<file path="src/rtl/reg_file_sb.sv">
// 16 x DATA_W register file with two combinational read ports, one write port,
// write-to-read bypass and a per-register pending scoreboard for hazard stalls.
module reg_file_sb #(
    parameter int unsigned DATA_W = 16,
    parameter int unsigned NREG   = 16
) (
    input  logic              clk,
    input  logic              rst,
    input  logic              reg_write,
    input  logic [3:0]        wr,
    input  logic [DATA_W-1:0] wd,
    input  logic [3:0]        rr1,
    input  logic [3:0]        rr2,
    output logic [DATA_W-1:0] rd1,
    output logic [DATA_W-1:0] rd2,
    input  logic              issue_en,
    input  logic [3:0]        issue_reg,
    output logic              stall,
    output logic [NREG-1:0]   pending
);

    localparam int unsigned AW = 4;

    logic [DATA_W-1:0] regs [NREG];
    logic [NREG-1:0]   pending_q;
    logic [NREG-1:0]   pending_nxt;
    logic              busy1;
    logic              busy2;

    // Storage; R0 is never written so it stays at its reset value of zero
    always_ff @(posedge clk or posedge rst) begin
        if (rst) begin
            for (int i = 0; i < int'(NREG); i++) begin
                regs[i] <= '0;
            end
        end else if (reg_write && (wr != '0)) begin
            regs[wr] <= wd;
        end
    end

    // Scoreboard next state: a new issue supersedes a retiring write to the same register
    always_comb begin
        pending_nxt = pending_q;
        for (int i = 1; i < int'(NREG); i++) begin
            if (issue_en && (issue_reg == AW'(i))) begin
                pending_nxt[i] = 1'b1;
            end else if (reg_write && (wr == AW'(i))) begin
                pending_nxt[i] = 1'b0;
            end
        end
        pending_nxt[0] = 1'b0;
    end

    always_ff @(posedge clk or posedge rst) begin
        if (rst) begin
            pending_q <= '0;
        end else begin
            pending_q <= pending_nxt;
        end
    end

    // Read ports with same-cycle write-back bypass
    always_comb begin
        rd1 = '0;
        rd2 = '0;
        if (rr1 != '0) begin
            rd1 = (reg_write && (wr == rr1)) ? wd : regs[rr1];
        end
        if (rr2 != '0) begin
            rd2 = (reg_write && (wr == rr2)) ? wd : regs[rr2];
        end
    end

    // A source is only a hazard if its write-back is not arriving this cycle
    always_comb begin
        busy1 = (rr1 != '0) && pending_q[rr1] && !(reg_write && (wr == rr1));
        busy2 = (rr2 != '0) && pending_q[rr2] && !(reg_write && (wr == rr2));
        stall = busy1 || busy2;
    end

    assign pending = pending_q;

endmodule

</file>
<file path="config.mk">
export PLATFORM = sky130hd
export DESIGN_NAME = reg_file_sb
export DESIGN_NICKNAME = d
export VERILOG_FILES = /design/src/rtl/reg_file_sb.sv
export SDC_FILE = /design/constraint.sdc
export NUM_CORES = 1
export LEC_CHECK = 0
export CORE_MARGIN = 10
export CORE_UTILIZATION = 45
export CTS_CLUSTER_DIAMETER = 60
export CTS_CLUSTER_SIZE = 12
export DETAILED_ROUTE_END_ITERATION = 12
export PLACE_DENSITY = 0.72
export SKIP_CTS_REPAIR_TIMING = 1
export SLEW_MARGIN = 20
export SYNTH_ARGS = -nofsm -noshare
export SYNTH_HDL_FRONTEND = slang
export SYNTH_SLANG_ARGS = --single-unit
</file>
<file path="constraint.sdc">
create_clock -name clk -period 9.1 [get_ports clk]
set_clock_uncertainty 0.15 [all_clocks]
set_input_delay 1.82 -clock clk [delete_from_list [all_inputs] [get_ports clk]]
set_output_delay 1.82 -clock clk [all_outputs]
set_load 0.01 [all_outputs]
</file>
==> metrics list, run 1 <==
* TritonCTS clock tree: yes
- Data arrival time of the critical path: ~5.1 ns
- Critical register-to-register path startpoint: regs[229]$_DFFE_PP0P_
- For this run, the post-layout net count is between 1000 and 1500.
* Commonest cells in the synthesized netlist: 271 x dfrtp_1, 219 x mux2_2, 119 x mux4_2
- The first global-routing pass estimated 63800 um of wire.
- The worst setup path is launched from an input pin.
- Sequential cells burn approximately 45% of the power.
- Summing every instance area after synthesis gives approximately 0.015 mm^2.
* Number of nets with antenna violations after routing: 0
- Root buf cell: clkbuf_16
- The run finished with clean final reports.
- In this run the worst path has a maximum fanout of 16.
- Data required time at the worst endpoint: between 7 and 8 ns
- For flop-to-flop paths, the worst setup slack is slightly above 8 ns.
- For this run, asynchronously set or reset flops after synthesis account for 100%.
- The number of antenna diodes in the final layout is 0.
- Most frequent cell after synthesis: dfrtp_1
- The routed design could run at a clock period as short as about 7 ns.
- Routability-driven placement finished with a final weighted congestion of between 0.8 and 0.9.
* Worst path slowest cell: clkdlybuf4s50_1
- Relative to the synthesized area, the layout overhead comes to 11.8%.
* Area of the die: between 0.04 and 0.05 mm^2
- Maximum number of pins on one net before global-route repair: between 150 and 200
- Number of DRC markers after the initial detailed-route iteration: around 710
* Flip-flop and latch count after synthesis: 271
- Highest clock frequency the design can meet: roughly 0.14 GHz
* CTS clock-pin slew for the worst setup and hold paths: approximately 0.06 ns
- Clock latency on the worst-skew pair: 0.54 ns
- Switching pwr: between 0.001 and 0.0015 W
* Overflow left after global routing: 0
- Startpoint of the lowest-slack hold path: regs[246]$_DFFE_PP0P_
* Cell count of the worst reg-to-reg path: 1
- Cell taking the most area after synthesis: dfrtp_1
- At the pin with the least slew margin, the transition time is 1.21 ns.
- CORE AREA: between 0.03 and 0.04 mm^2
- Main flop type after synthesis: dfrtp_1
- Critical Path Most Common Cell: clkdlybuf4s50_1
- HP Class: reg -> reg
* Mean Syn Cell Area: between 10 and 15 um^2
- The number of nets handed over by synthesis was roughly 1100.
- In this run switching power makes up around 28% of total power.
* Starting Density: 45.3%
* Largest stage delay on the critical path: 0.96 ns
- Detail-routed via count per cell: 6.35
- First-pass detailed-route iteration total: 5
* H-tree depth: 1
- Largest delay contributor family on the critical path: buffers and inverters
* Worst Hold Depth: 0
- The internal power of the cells totals between 0.002 and 0.003 W.
- Routed wire length: between 40000 and 50000 um
* Total chip power: 0.00372 W
- Largest buffer count on any clock path: 3
* Number of buffer and inverter instances along the worst setup path: 2
- Walking the worst path, the cells encountered are clkdlybuf4s50_1, nor3_1, or3_1, a21oi_2, a22o_1, clkdlybuf4s50_1.
- Seq/Total Area, Yosys: 44.9%
* Fraction of layout instances using a drive strength above 1: roughly 43%
- STA classifies the critical path endpoint as an output port.
- Counting every sink on the clock net gives 271.
- Cell types occupying the most area after synthesis: dfrtp_1 45%, mux4_2 18%, mux2_2 16%
* Fraction of power consumed by combinational cells: 26.4%
* Final number of setup-violating endpoints: 0
* Horizontal die dimension: a little over 200 um
- Count of final max-slew check failures: 0
* Endpoints failing hold: 0
- During I/O placement, the number of pins put on the boundary was between 80 and 90.
- The number of antenna violations at the first check in global routing came to 0.
- Synthesis handed over a netlist of roughly 1000 instances.
- Across all layers, the routed design uses between 9000 and 10000 vias.
- Setup repair after global routing left no endpoint under its margin.
- The Yosys step of the flow raised 0 warnings.
- Headroom to the max-slew limit: between 10% and 20%
- Chip height: 203 um
- Maximum capacitance violations: 0
* Via count of the first global-routing pass: 10200
- Number of flops mapped to enable cells by yosys: 0
* Type of the worst setup path: in -> out
- Portion of synthesized cell area occupied by the leading cell type: ~45%
- Total of buffers placed on input and output ports: 83
- The floorplan has 67 rows.
- After detailed routing, the number of remaining DRC violations is 0.
- Once detailed placement completed, the half-perimeter wirelength came to between 20000 and 25000 um.
- IR analysis of the VDD net gives a maximum drop of between 0.15 and 0.2 mV.
- Average wire per standard cell: roughly 27 um
- For hold timing, the worst endpoint is regs[246]$_DFFE_PP0P_.
- Count of unique library cells instantiated by Yosys: 48
- For this run, the total global-route usage over all layers was measured as roughly 20%.
- Cts bufs inserted: 28
- Period utilisation layout: between 70% and 80%
* Final sum of negative setup slack: 0 ns
- Of the total power, the clock network draws between 20% and 30%.
- PD cells: between 200 and 250 mW/mm^2
* P_leak: between 7 and 8 nW
- Endpoint of the worst-slack reg-to-reg timing path: regs[229]$_DFFE_PP0P_
[placed cells by master (no fill, tap or decap), types with 2 or more instances in the layout]
cell and n:
a21oi_2 2, a22o_1 33, buf_2 2, buf_4 28, clkbuf_1 3, clkbuf_16 29
clkdlybuf4s50_1 77, clkinvlp_4 2, dfrtp_1 271, mux2_1 25, mux2_2 219, mux2_4 27
mux2i_1 70, mux4_2 119, nand2_1 16, nand2b_1 6, nand3_1 2, nand3b_1 3
nand3b_4 2, nor2_2 8, nor3_1 2, o21ai_0 33, o21ai_1 2, o22ai_1 30
o31ai_1 2, or3_1 5, xnor2_1 7
[state kept, by name, indices dropped and copies added, names as in the netlist]
name and flops:
regs 256, pending 15
[layout make-up]
type	instances	area, um^2
Fill cell	2858	16500
Multi-Input combinational cell	634	7730
Sequential cell	271	6780
Timing Repair Buffer	108	1010
Clock buffer	32	737
Tap cell	448	561
Clock inverter	5	60.1
Inverter	3	15.0
[worst max path at each step]
stage	from	endpoint	depth (start not counted)
detailed placement	rr1[3]	rd1[9]	6
CTS	rr1[3]	rd1[9]	6
global placement	rr1[3]	rd1[9]	6
finish	rr1[3]	rd1[9]	6
floorplan	rst	pending[10]$_DFFE_PP0P_	1
global route	rr1[3]	rd1[9]	6
[power groups by stage]
stage | registers, W | logic [W] | clock network [W]
2_1_floorplan | 0.00162 | 0.000722 | 0
3_3_place_gp | 0.00167 | 0.000964 | 0
3_5_place_dp | 0.00169 | 0.000985 | 0
4_1_cts | 0.00167 | 0.000991 | 0.00109
5_1_grt | 0.00171 | 0.00106 | 0.00113
6_report | 0.00168 | 0.000982 | 0.00107
[routing by layer]
| layer | global-route usage [%] | wire [um] | part of all wire, % | vias up |
|---|---|---|---|---|
| met5 | 0 | 0 | 0 | - |
| met4 | 4.24 | 758 | 1.9 | 0 |
| met3 | 4.09 | 2730 | 6.7 | 51 |
| met2 | 31.5 | 19300 | 47 | 384 |
| met1 | 27.7 | 18000 | 44 | 5119 |
| li1 | - | - | - | 3973 |
[per-stage QoR]
| step | area (um^2) | utilization [%] | cells | setup WS [ns] | hold WS, ns |
|---|---|---|---|---|---|
| 2_1_floorplan | 15100 | - | 1021 | 3.55 | 0.291 |
| 3_3_place_gp | 16100 | 48.2 | 1464 | 2.18 | 0.226 |
| 3_5_place_dp | 16100 | 48.2 | 1464 | 2.16 | 0.233 |
| 4_1_cts | 16900 | 50.6 | 1501 | 2.15 | 0.248 |
| 5_1_grt | 16900 | 50.6 | 1501 | 2.00 | 0.256 |
| 6_report | 16900 | 50.6 | 1501 | 2.07 | 0.246 |
[logic make-up after synthesis]
logic type	count (synthesis)	synth area share (%)
AND/OR/NAND/NOR	56	2.36
AO/OA/AOI/OAI	109	4.94
XOR/XNOR	8	0.464
other	1	0.0248
flip-flops	271	44.9
buffers and inverters	116	4.12
multiplexers	460	43.2
(Power assumes the default switching activity.)
==> run 2, diff against run 1 <==
Clock period 9.1 ns to 6.1 ns, I/O delays scaled along.
==> run 2 against run 1 <==
Net effect: first-iteration DRC count rose by 14%; via count fell by 0.59%; clock power rose by 40%.
==> metrics list, run 2 (synthesis results as in run 1) <==
* Result of the run: completed
- The clock passes through at most 3 buffers.
- The worst setup path is launched from an input pin.
* Met3 usage: roughly 3.3%
* Total of buffers placed on input and output ports: just over 80
- Number of buffer and inverter instances along the worst setup path: 2
- For flop-to-flop paths, the worst setup slack is approximately 5 ns.
- The register with the most flip-flops in the layout has between 200 and 300 of them.
- Along the worst path, the maximum fanout reaches 17.
* CTS clock-pin slew for the worst setup and hold paths: 0.06 ns
- I/O pin cnt: 85
- Dividing total power by cell area gives a power density of ~320 mW/mm^2.
- Summing all multi-input logic gate instances after layout gives just under 0.008 mm^2.
- In the final layout, flip-flops and latches occupy about 0.0068 mm^2.
- Following the worst setup path forward leads to its endpoint at stall.
- The congestion estimate from routability-driven global placement came to slightly above 0.8.
* Area of the die: between 0.04 and 0.05 mm^2
- The count of final hold-check violations is 0.
- Area growth from synthesis to layout: 12.1%
- Global routing consumed, over all layers together, between 15 and 20% of the routing resources.
* Vias post-DR: about 9500
- Headroom to the max-slew limit: about a third
* Commonest cells after routing, fill and taps aside: 271 x dfrtp_1, 219 x mux2_2, 119 x mux4_2
- After layout, the worst setup slack is 0.842 ns.
* CP cell instances: clkdlybuf4s50_1, xnor2_1, nand4_1, o21a_1, a22o_1, clkdlybuf4s50_1
- Entering global routing, the biggest net connects about 160 pins.
- Data arrival time of the critical path: between 3 and 4 ns
* Number of nets with antenna violations after routing: 0
* CORE AREA: 0.0334 mm^2
* Fraction of layout instances using a drive strength above 1: a little over two fifths
- Once detailed placement completed, the half-perimeter wirelength came to about 26000 um.
- For the pin with the worst max-slew slack, the measured transition is ~1.0 ns.
* Cell count of the worst reg-to-reg path: 1
* Post-route minimum period: about 5.3 ns
* Met2 track demand over resource: approximately 32%
* Overflow left after global routing: 0
- Nets: between 1000 and 1500
- The pre-antenna-repair detailed-routing pass consisted of 5 iterations.
- Met1 track utilization from global routing: a little over a quarter
- Wires add up to slightly above 40000 um.
- Most common cell after layout, fill and taps aside: dfrtp_1
- Largest voltage drop on the vdd net: roughly 0.26 mV
- The root buffer cell chosen for the clock tree is clkbuf_16.
- Total clock sinks: 271
- Critical Path Most Common Cell: clkdlybuf4s50_1
- For this run, the slowest stage of the critical path takes 0.82 ns.
* HP Class: reg -> reg
* Largest delay contributor family on the critical path: buffers and inverters
- Setup violations remaining at the end of the flow were counted as 0.
- The worst setup path is captured at an output port.
- Setup repair after global routing missed its margin: false
- Cts bufs inserted: 27
- Data required time at the worst endpoint: approximately 4.7 ns
- Derived from the worst setup path, the maximum achievable clock frequency is 0.190 GHz.
* Maximum capacitance violations: 0
- Number of DRC markers after the initial detailed-route iteration: between 800 and 900
- Count of final max-slew check failures: 0
- Register bank with the most flops: regs
* Period utilisation layout: about 86%
* Detail-routed via count per cell: approximately 6.3
- Average wire per standard cell: approximately 27 um
- At the later pin of the worst-skew pair, clock insertion delay measures between 0.5 and 0.6 ns.
* Via count of the first global-routing pass: roughly 10000
- The floorplan step set the die height to about 200 um.
- TritonCTS clock tree: yes
- Endpoint of the worst-slack reg-to-reg timing path: regs[228]$_DFFE_PP0P_
- Starting Density: roughly 45%
- Final sum of negative setup slack: 0 ns
- The setup path with the least slack is of type in -> out.
- Counting the fill cells in the layout gives about 2900.
* Horizontal die dimension: around 200 um
- Row generation in the floorplan step produced between 60 and 70 rows.
* P_leak: roughly 7 nW
* Number of antenna violations at the first check in global routing: 1
* Post-Place Worst Slack: between 0.8 and 0.9 ns
* Most Used Layer, Global Route: met2
- Remaining DRCs: 0
- In this run the number of H-tree levels came out at 1.
- First-pass GRT wire length: 62700 um
* Critical register-to-register path startpoint: regs[228]$_DFFE_PP0P_
- The slowest stage of the critical path is the o21a_1 cell.
- Critical path depth: 6
- Worst setup path start: wr[2]
## run 2: worst min path at each step
stage                          startpoint  cells past startpoint                    end
floorplan           regs[240]$_DFFE_PP0P_                      1  regs[240]$_DFFE_PP0P_
global placement    regs[251]$_DFFE_PP0P_                      0  regs[251]$_DFFE_PP0P_
detailed placement  regs[242]$_DFFE_PP0P_                      0  regs[242]$_DFFE_PP0P_
CTS                 regs[242]$_DFFE_PP0P_                      0  regs[242]$_DFFE_PP0P_
global route        regs[250]$_DFFE_PP0P_                      0  regs[250]$_DFFE_PP0P_
finish              regs[251]$_DFFE_PP0P_                      0  regs[251]$_DFFE_PP0P_
## run 2: area by class of cell
type	count	area share [%]
Multi-Input combinational cell	634	45.5
Sequential cell	271	40.0
Timing Repair Buffer	121	6.69
Clock buffer	27	3.99
Tap cell	448	3.31
Clock inverter	4	0.332
Inverter	3	0.0886
Antenna cell	1	0.0148
## run 2: power by group
group / switching, W / internal [W] / total, W
Clock: 0.000678 / 0.000826 / 0.00150
Combinational: 0.000556 / 0.000920 / 0.00148
Sequential: 0.000294 / 0.00219 / 0.00249
Total: 0.00153 / 0.00394 / 0.00547
## run 2: layer usage
layer,wire [um],part of all wire (%)
met1,17200,43
met2,19800,49
met3,2640,6.5
met4,798,2.0
met5,0,0
## run 2: per-stage QoR
step	std cells	hold slack (ns)	power (W)	instance area, um^2	utilization, %
global route	1509	0.256	0.00574	16900	50.8
CTS	1508	0.248	0.00551	16900	50.8
floorplan	1021	0.291	0.00350	15100	-
detailed placement	1477	0.234	0.00399	16200	48.6
global placement	1477	0.227	0.00394	16200	48.6
finish	1509	0.245	0.00547	16900	50.8
